### src/rtl/if_stage_pkg.sv
// Shared CPU definitions: PC type, instruction constants and the IF/ID payload.
package if_stage_pkg;

    localparam int unsigned XLEN        = 32;
    localparam int unsigned INSTR_BYTES = 4;

    typedef logic [XLEN-1:0] pc_t;

    localparam logic [XLEN-1:0] NOP_INSTR        = 32'h0000_0000;
    localparam pc_t             DEFAULT_RESET_PC = 32'h0000_0000;

    // IF/ID pipeline register payload
    typedef struct packed {
        logic [XLEN-1:0] instr;
        pc_t             pc4;
        logic            valid;
    } ifid_t;

    // Bubble contents, also the reset contents of the register
    localparam ifid_t IFID_BUBBLE = '{instr: NOP_INSTR, pc4: '0, valid: 1'b0};

endpackage

### src/rtl/if_stage_ifid_reg.sv
// IF/ID pipeline register with flush-over-stall priority.
// Ports: clk, rst (sync, active-high), stall (hold contents),
//        flush (load bubble), d (next payload), q (registered payload).
module ifid_reg
    import if_stage_pkg::*;
(
    input  logic  clk,
    input  logic  rst,
    input  logic  stall,
    input  logic  flush,
    input  ifid_t d,
    output ifid_t q
);

    // Reset and flush both leave a bubble; flush wins over stall
    always_ff @(posedge clk) begin
        if (rst || flush) begin
            q <= IFID_BUBBLE;
        end else if (!stall) begin
            q <= d;
        end
    end

endmodule

### src/rtl/if_stage.sv
// Instruction-fetch stage: owns the PC, addresses the instruction memory,
// captures the fetched instruction into IF/ID and counts valid fetches.
// Ports: i_clk, i_rst (sync, active-high), i_stall, i_flush, i_redirect,
//        i_redirect_pc, i_instr (memory data for o_pc), o_pc, o_ifid_instr,
//        o_ifid_pc4, o_ifid_valid, o_pc_oob (combinational), o_misalign
//        (sticky), o_fetch_count.
module if_stage
    import if_stage_pkg::*;
#(
    parameter pc_t         RESET_PC   = DEFAULT_RESET_PC,
    parameter int unsigned IMEM_BYTES = 800
) (
    input  logic        i_clk,
    input  logic        i_rst,
    input  logic        i_stall,
    input  logic        i_flush,
    input  logic        i_redirect,
    input  logic [31:0] i_redirect_pc,
    output logic [31:0] o_pc,
    input  logic [31:0] i_instr,
    output logic [31:0] o_ifid_instr,
    output logic [31:0] o_ifid_pc4,
    output logic        o_ifid_valid,
    output logic        o_pc_oob,
    output logic        o_misalign,
    output logic [31:0] o_fetch_count
);

    pc_t   pc;
    pc_t   pc_next;
    pc_t   pc_plus4;
    ifid_t ifid_d;
    ifid_t ifid_q;
    logic  load;

    assign pc_plus4 = pc + XLEN'(INSTR_BYTES);
    assign load     = !i_flush && !i_stall;

    // Next-PC priority: redirect, then stall, then sequential
    always_comb begin
        pc_next = pc_plus4;
        if (i_redirect) begin
            pc_next = {i_redirect_pc[31:2], 2'b00};
        end else if (i_stall) begin
            pc_next = pc;
        end
    end

    // PC, sticky misalignment flag and fetch counter
    always_ff @(posedge i_clk) begin
        if (i_rst) begin
            pc            <= RESET_PC;
            o_misalign    <= 1'b0;
            o_fetch_count <= '0;
        end else begin
            pc <= pc_next;
            if (i_redirect && (i_redirect_pc[1:0] != 2'b00)) begin
                o_misalign <= 1'b1;
            end
            if (load) begin
                o_fetch_count <= o_fetch_count + 32'd1;
            end
        end
    end

    assign ifid_d = '{instr: i_instr, pc4: pc_plus4, valid: 1'b1};

    ifid_reg u_ifid_reg (
        .clk   (i_clk),
        .rst   (i_rst),
        .stall (i_stall),
        .flush (i_flush),
        .d     (ifid_d),
        .q     (ifid_q)
    );

    // Evaluated in 33 bits so a PC near the top of the address space still reports
    assign o_pc_oob = (33'(pc) + 33'(INSTR_BYTES)) > 33'(IMEM_BYTES);

    assign o_pc         = pc;
    assign o_ifid_instr = ifid_q.instr;
    assign o_ifid_pc4   = ifid_q.pc4;
    assign o_ifid_valid = ifid_q.valid;

endmodule

### config.mk
export PLATFORM = sky130hd
export DESIGN_NAME = if_stage
export DESIGN_NICKNAME = d
export VERILOG_FILES = /design/src/rtl/if_stage_pkg.sv /design/src/rtl/if_stage_ifid_reg.sv /design/src/rtl/if_stage.sv
export SDC_FILE = /design/constraint.sdc
export NUM_CORES = 1
export LEC_CHECK = 0
export CAP_MARGIN = 10
export CORE_MARGIN = 3
export CORE_UTILIZATION = 47
export CTS_CLUSTER_SIZE = 28
export DETAILED_ROUTE_END_ITERATION = 10
export PLACE_DENSITY = 0.82
export SYNTH_ARGS = -nofsm -noshare
export SYNTH_HDL_FRONTEND = slang
export SYNTH_SLANG_ARGS = --single-unit
### constraint.sdc
create_clock -name i_clk -period 3.5 [get_ports i_clk]
set_input_delay 0.7 -clock i_clk [delete_from_list [all_inputs] [get_ports i_clk]]
set_output_delay 0.7 -clock i_clk [all_outputs]
set_load 0.02 [all_outputs]
; ---- After elaboration in Yosys (flattened, before gate mapping)
; Cells that the tools add are included.
[totals]
regBits = 130
latchBits = 0
ramBits = 0
mem_bits_ro = 0
inputBits = 69
out_inout_bits = 131
wordCells = 21
n_memories = 0
[classes]
addsub = 3
mul = 0
div = 0
n_lt_le_gt_ge = 1
n_eq_ne = 1
n_shift = 0
muxes = 2
bitwise_logic = 0
n_reduce_logical = 7
[ops]
columns = op, count
row1 = 32-bit two-way mux, 2
row2 = "32-bit by 3-bit adder with 33-bit output, second input constant", 1
row3 = "33-bit by 10-bit > comparator with 1-bit output, second input constant", 1
row4 = "32-bit by 1-bit adder with 32-bit output, second input constant", 1
row5 = "32-bit by 3-bit adder with 32-bit output, second input constant", 1
row6 = 1-bit logical AND, 2
row7 = 1-bit zero test, 2
row8 = "2-bit by 1-bit != test with 1-bit output, second input constant", 1
row9 = 2-bit nonzero test, 1
row10 = 2-bit OR reduction, 1
row11 = 1-bit logical OR, 1

; ---- Longest topological paths before layout
[logic_depth]
ltp_word = 3
mapped_depth = 9
ltp_nobuf = 7

; ---- Hierarchy
; From an unflattened synthesis, not the netlist that was laid out.
[hier_totals]
hier_cells = 724
area_unflattened_um2 = 6301.0
[modules_own_cells]
columns = module, instances, cells_per_inst, area_each_um2, seq_area_each_um2
row1 = if_stage, 1, 514, 3962.6, 1261.2
row2 = ifid_reg, 1, 210, 2338.5, 1301.2

; ---- Least setup slack after synthesis
; Ideal clock, no wire load.
[synth_timing]
path_kind = flip-flop to output port
start = reg pc[17], in the netlist o_pc[17]
end = out o_pc_oob
arrival_ns = 2.592
required_ns = 2.800
path_slack_ns = 0.208
stages_incl_launch_ff = 9
n_path_buf = 2
cell_sequence = dfxtp_1 buf_4 nand4_2 or3_1 clkbuf_1 nor4_1 mux2_2 nor4_1 nand4_1
[synth_via]
elab_chain_cells = 2
[synth_lines]
columns = element, line
row1 = start: declaration, if_stage.sv:29  ; pc_t pc;
row2 = start signal: assignment, if_stage.sv:56  ; pc <= pc_next;
row3 = 32-bit by 3-bit adder with 33-bit output, if_stage.sv:78  ; assign o_pc_oob = (33'(pc) + 33'(INSTR_BYTES)) > 33'(IMEM_BYTES);
row4 = 33-bit by 10-bit > comparator with 1-bit output, if_stage.sv:78
row5 = end: declaration, if_stage.sv:24  ; output logic o_pc_oob,
; No other way between the ends.

; ---- Final worst setup path
[layout_timing]
start = reg pc[10], in the netlist o_pc[10]
end = out o_pc_oob
; The elaborated chain is that of the path after synthesis.

==> summary.md <==
| Metric | Value |
|---|---|
| Fin. max-slew vios | 0 |
| Worst Max-Slew Pin Slew | 674.5 ps |
| Layout cells sized above 1 | 9.804% |
| DR WL/cell | 15.74 um |
| Leak | 3.486 nW |
| Initial antenna violation count | 0 |
| Hpwl dp | 13.34 mm |
| Largest net degree at the start of global routing | 65 |
| Drt total wl | 17.95 mm |
| Ys flop type | dfxtp_1 |
| H-tree levels | 4 |
| Post-synthesis compound-gate area fraction | 8.380% |
| Final setup vio count | 0 |
| CTS tree | done |
| Setup_tns | 0 ps |
| Fin area | 0.009176 sq mm |
| CTS Buf Count | 17 |
| Port Buf Inserts | 195 |
| Period utilization | 96.90% |
| Die Height | 120.8 um |
| Largest family of logic cells by synthesized area | simple AND/OR/NAND/NOR gates |
| Most frequent cells in the layout | clkdlybuf4s50_1 (192), nor2_1 (135), dfxtp_1 (126) |
| # rows | 41 |
| Placer congestion estimate | 0.9464 |
| Max-cap check violation count | 0 |
| PD cells | 443.3 mW/mm^2 |
| Tmin final | 3392 ps |
| Crit path DAT | 2690 ps |
| Skew final | 11.40 ps |
| Starting Density | 48.51% |
| Area Overhead vs Synth | 48.10% |
| Clock sink count | 126 |
| Sequential share of the synthesized area | 40.71% |
| Core Region | 0.01277 sq mm |
| Crit path kind | reg -> out |
| Yosys reg bits | 126 |
| HP Class | reg -> reg |
| YS warnings | 0 |
| EDFF count, synth | 0 |
| CP Launch Type | flop |
| Async SR Flop Fraction | 0% |
| DR vias/cell | 5.292 |
| Number of inserted diodes | 0 |
| Vias in the first global route | 5,722 |
| Mapped cell area | 0.006196 sq mm |
| Post-DP Area | 0.008468 sq mm |
| Setup Buffers After CTS | 0 |
| Synth Area per Inst | 8.250 sq um |
| Worst skew pair latency | 410 ps |
| Die area | 0.01460 sq mm |
| Post-synthesis xor/xnor area fraction | 11.17% |
| DRT Pass-1 Iters | 5 |
| Crit. End Element | primary output |
| Adder-cell share of the synthesized area | 0.6058% |
| Fillers | 1,008 |
| Outcome | finished, final reports clean |
| F_max | 294.8 MHz |
| Max clock buf depth | 2 |
| FF/Latch Area | 0.002522 sq mm |
| GR Util All Layers | 24.34% |
| Via count | 6,038 |
| Area of the multi-input gates | 0.003387 sq mm |
| Critical path data required time | 2800 ps |
| Crit Path Max Fanout | 4 |
| # DRC | 0 |
| Cell count after synthesis | 751 |
| Most common cell after layout, fill and taps aside | clkdlybuf4s50_1 |
| Clock Tree Root | clkbuf_16 |
| Post-route ant nets | 0 |
| IO Pins | 200 |
| Drt first-iter violations | 391 |
| Worst ir drop on vdd | 0.3141 mV |
| Die width | 120.8 um |
| Unrepaired setup endpoints after global routing | no |
| First-pass GRT wire length | 28.56 mm |
| Reg clk slew, reported paths | 50 ps |
| Tot Pwr | 4.068 mW |
| Dpl ws | 109.1 ps |
| Final worst slack | 108.4 ps |
| Grt total ovfl | 0 |
| Final Hold Viols | 0 |
| Mux contribution to synthesized area | 9.431% |
| Simple-gate share of the synthesized area | 24.62% |
| Count of cell types in the netlist | 45 |
| Net count reported at finish | 1,028 |
| Slew HR | 55.03% |
-- registers in the layout, summed over array words and instances, names as in the netlist --
register,count
u_ifid_reg.q,63
o_fetch_count,32
o_pc,30
o_misalign,1
-- stage by stage --
stage / instances / util, % / hold slack [ps]
2_1_floorplan: 754 / - / 522.2
3_3_place_gp: 1109 / 66.29 / 433.0
3_5_place_dp: 1109 / 66.29 / 441.6
4_1_cts: 1141 / 71.76 / 450.4
5_1_grt: 1141 / 71.84 / 475.4
6_report: 1141 / 71.84 / 447.4
-- worst paths after layout --
check	start	end	slack, ps	cells past startpoint
max reg2reg	o_pc[10]$_SDFFE_PP0P_	o_pc[29]$_SDFFE_PP0P_	1150	6
min	u_ifid_reg.q[0]$_SDFFE_PP0N_	u_ifid_reg.q[0]$_SDFFE_PP0N_	450	2
min reg2reg	u_ifid_reg.q[0]$_SDFFE_PP0N_	u_ifid_reg.q[0]$_SDFFE_PP0N_	450	2
max	o_pc[10]$_SDFFE_PP0P_	o_pc_oob	110	7
-- power by group --
group | switching, mW | internal, mW | leakage [nW]
Combinational | 0.255 | 0.249 | 2.12
Sequential | 0.0377 | 1.48 | 1.03
Clock | 0.618 | 1.43 | 0.338
-- worst max-delay path, stage by stage (launching register included) --
cell and delay, ps:
dfxtp_1 340, nand4_2 150, or4_4 570, or4_4 440, mux2_2 280, o22ai_1 160, nand4_1 140, buf_2 190
-- cell type report --
type                            count  area share [%]
Sequential cell                   126           27.49
Clock inverter                     10           2.236
Inverter                           16          0.6545
Tap cell                          172           2.345
Timing Repair Buffer              242           24.98
Clock buffer                       22           5.386
Multi-Input combinational cell    553           36.91
-- repair_timing --
item | 4_1_cts | 5_1_grt
resized for setup | 5 | 2
hold buffers | 0 | 0
setup endpoints to repair | 1 | 1
-- routing by layer --
| layer | global-route usage (%) | wire (um) | vias up |
|---|---|---|---|
| li1 | - | - | 2974 |
| met1 | 30.50 | 7732 | 2795 |
| met2 | 38.81 | 8154 | 232 |
| met3 | 7.905 | 1579 | 37 |
| met4 | 9.703 | 488 | 0 |
| met5 | 0 | 0 | - |
-- logic make-up after synthesis --
| kind of cell | after synthesis |
|---|---|
| compound gates | 87 |
| xor+xnor | 79 |
| fa+ha+maj | 3 |
| buf+inv | 75 |
| flops | 126 |
| mux | 58 |
| other cells | 1 |
| simple gates | 322 |
-- cell usage after synthesis (2+ instances only) --
cell type / instances / area (sq um)
nand4_1: 13 / 81.33
buf_4: 6 / 45.04
ha_1: 3 / 37.54
nor2_1: 135 / 506.7
o21a_1: 4 / 30.03
or2_2: 4 / 25.02
mux2_2: 3 / 33.78
nand2b_1: 5 / 31.28
mux2i_1: 55 / 550.5
o211a_1: 2 / 20.02
nor3_1: 27 / 135.1
nor4_1: 16 / 100.1
inv_1: 16 / 60.06
or3_1: 16 / 100.1
buf_2: 6 / 30.03
nand2_1: 51 / 191.4
o21ai_0: 19 / 95.09
buf_1: 7 / 26.28
and4_1: 6 / 52.55
xnor2_1: 47 / 411.6
dfxtp_1: 126 / 2522
or4_1: 7 / 52.55
a211oi_1: 10 / 75.07
xor2_1: 32 / 280.3
and3_1: 9 / 56.30
o22ai_1: 2 / 12.51
nor3b_1: 2 / 15.01
nand3_1: 23 / 115.1
and2_1: 4 / 25.02
a21oi_1: 41 / 205.2
clkbuf_1: 40 / 150.1
Power figures use the tool's default switching activity.
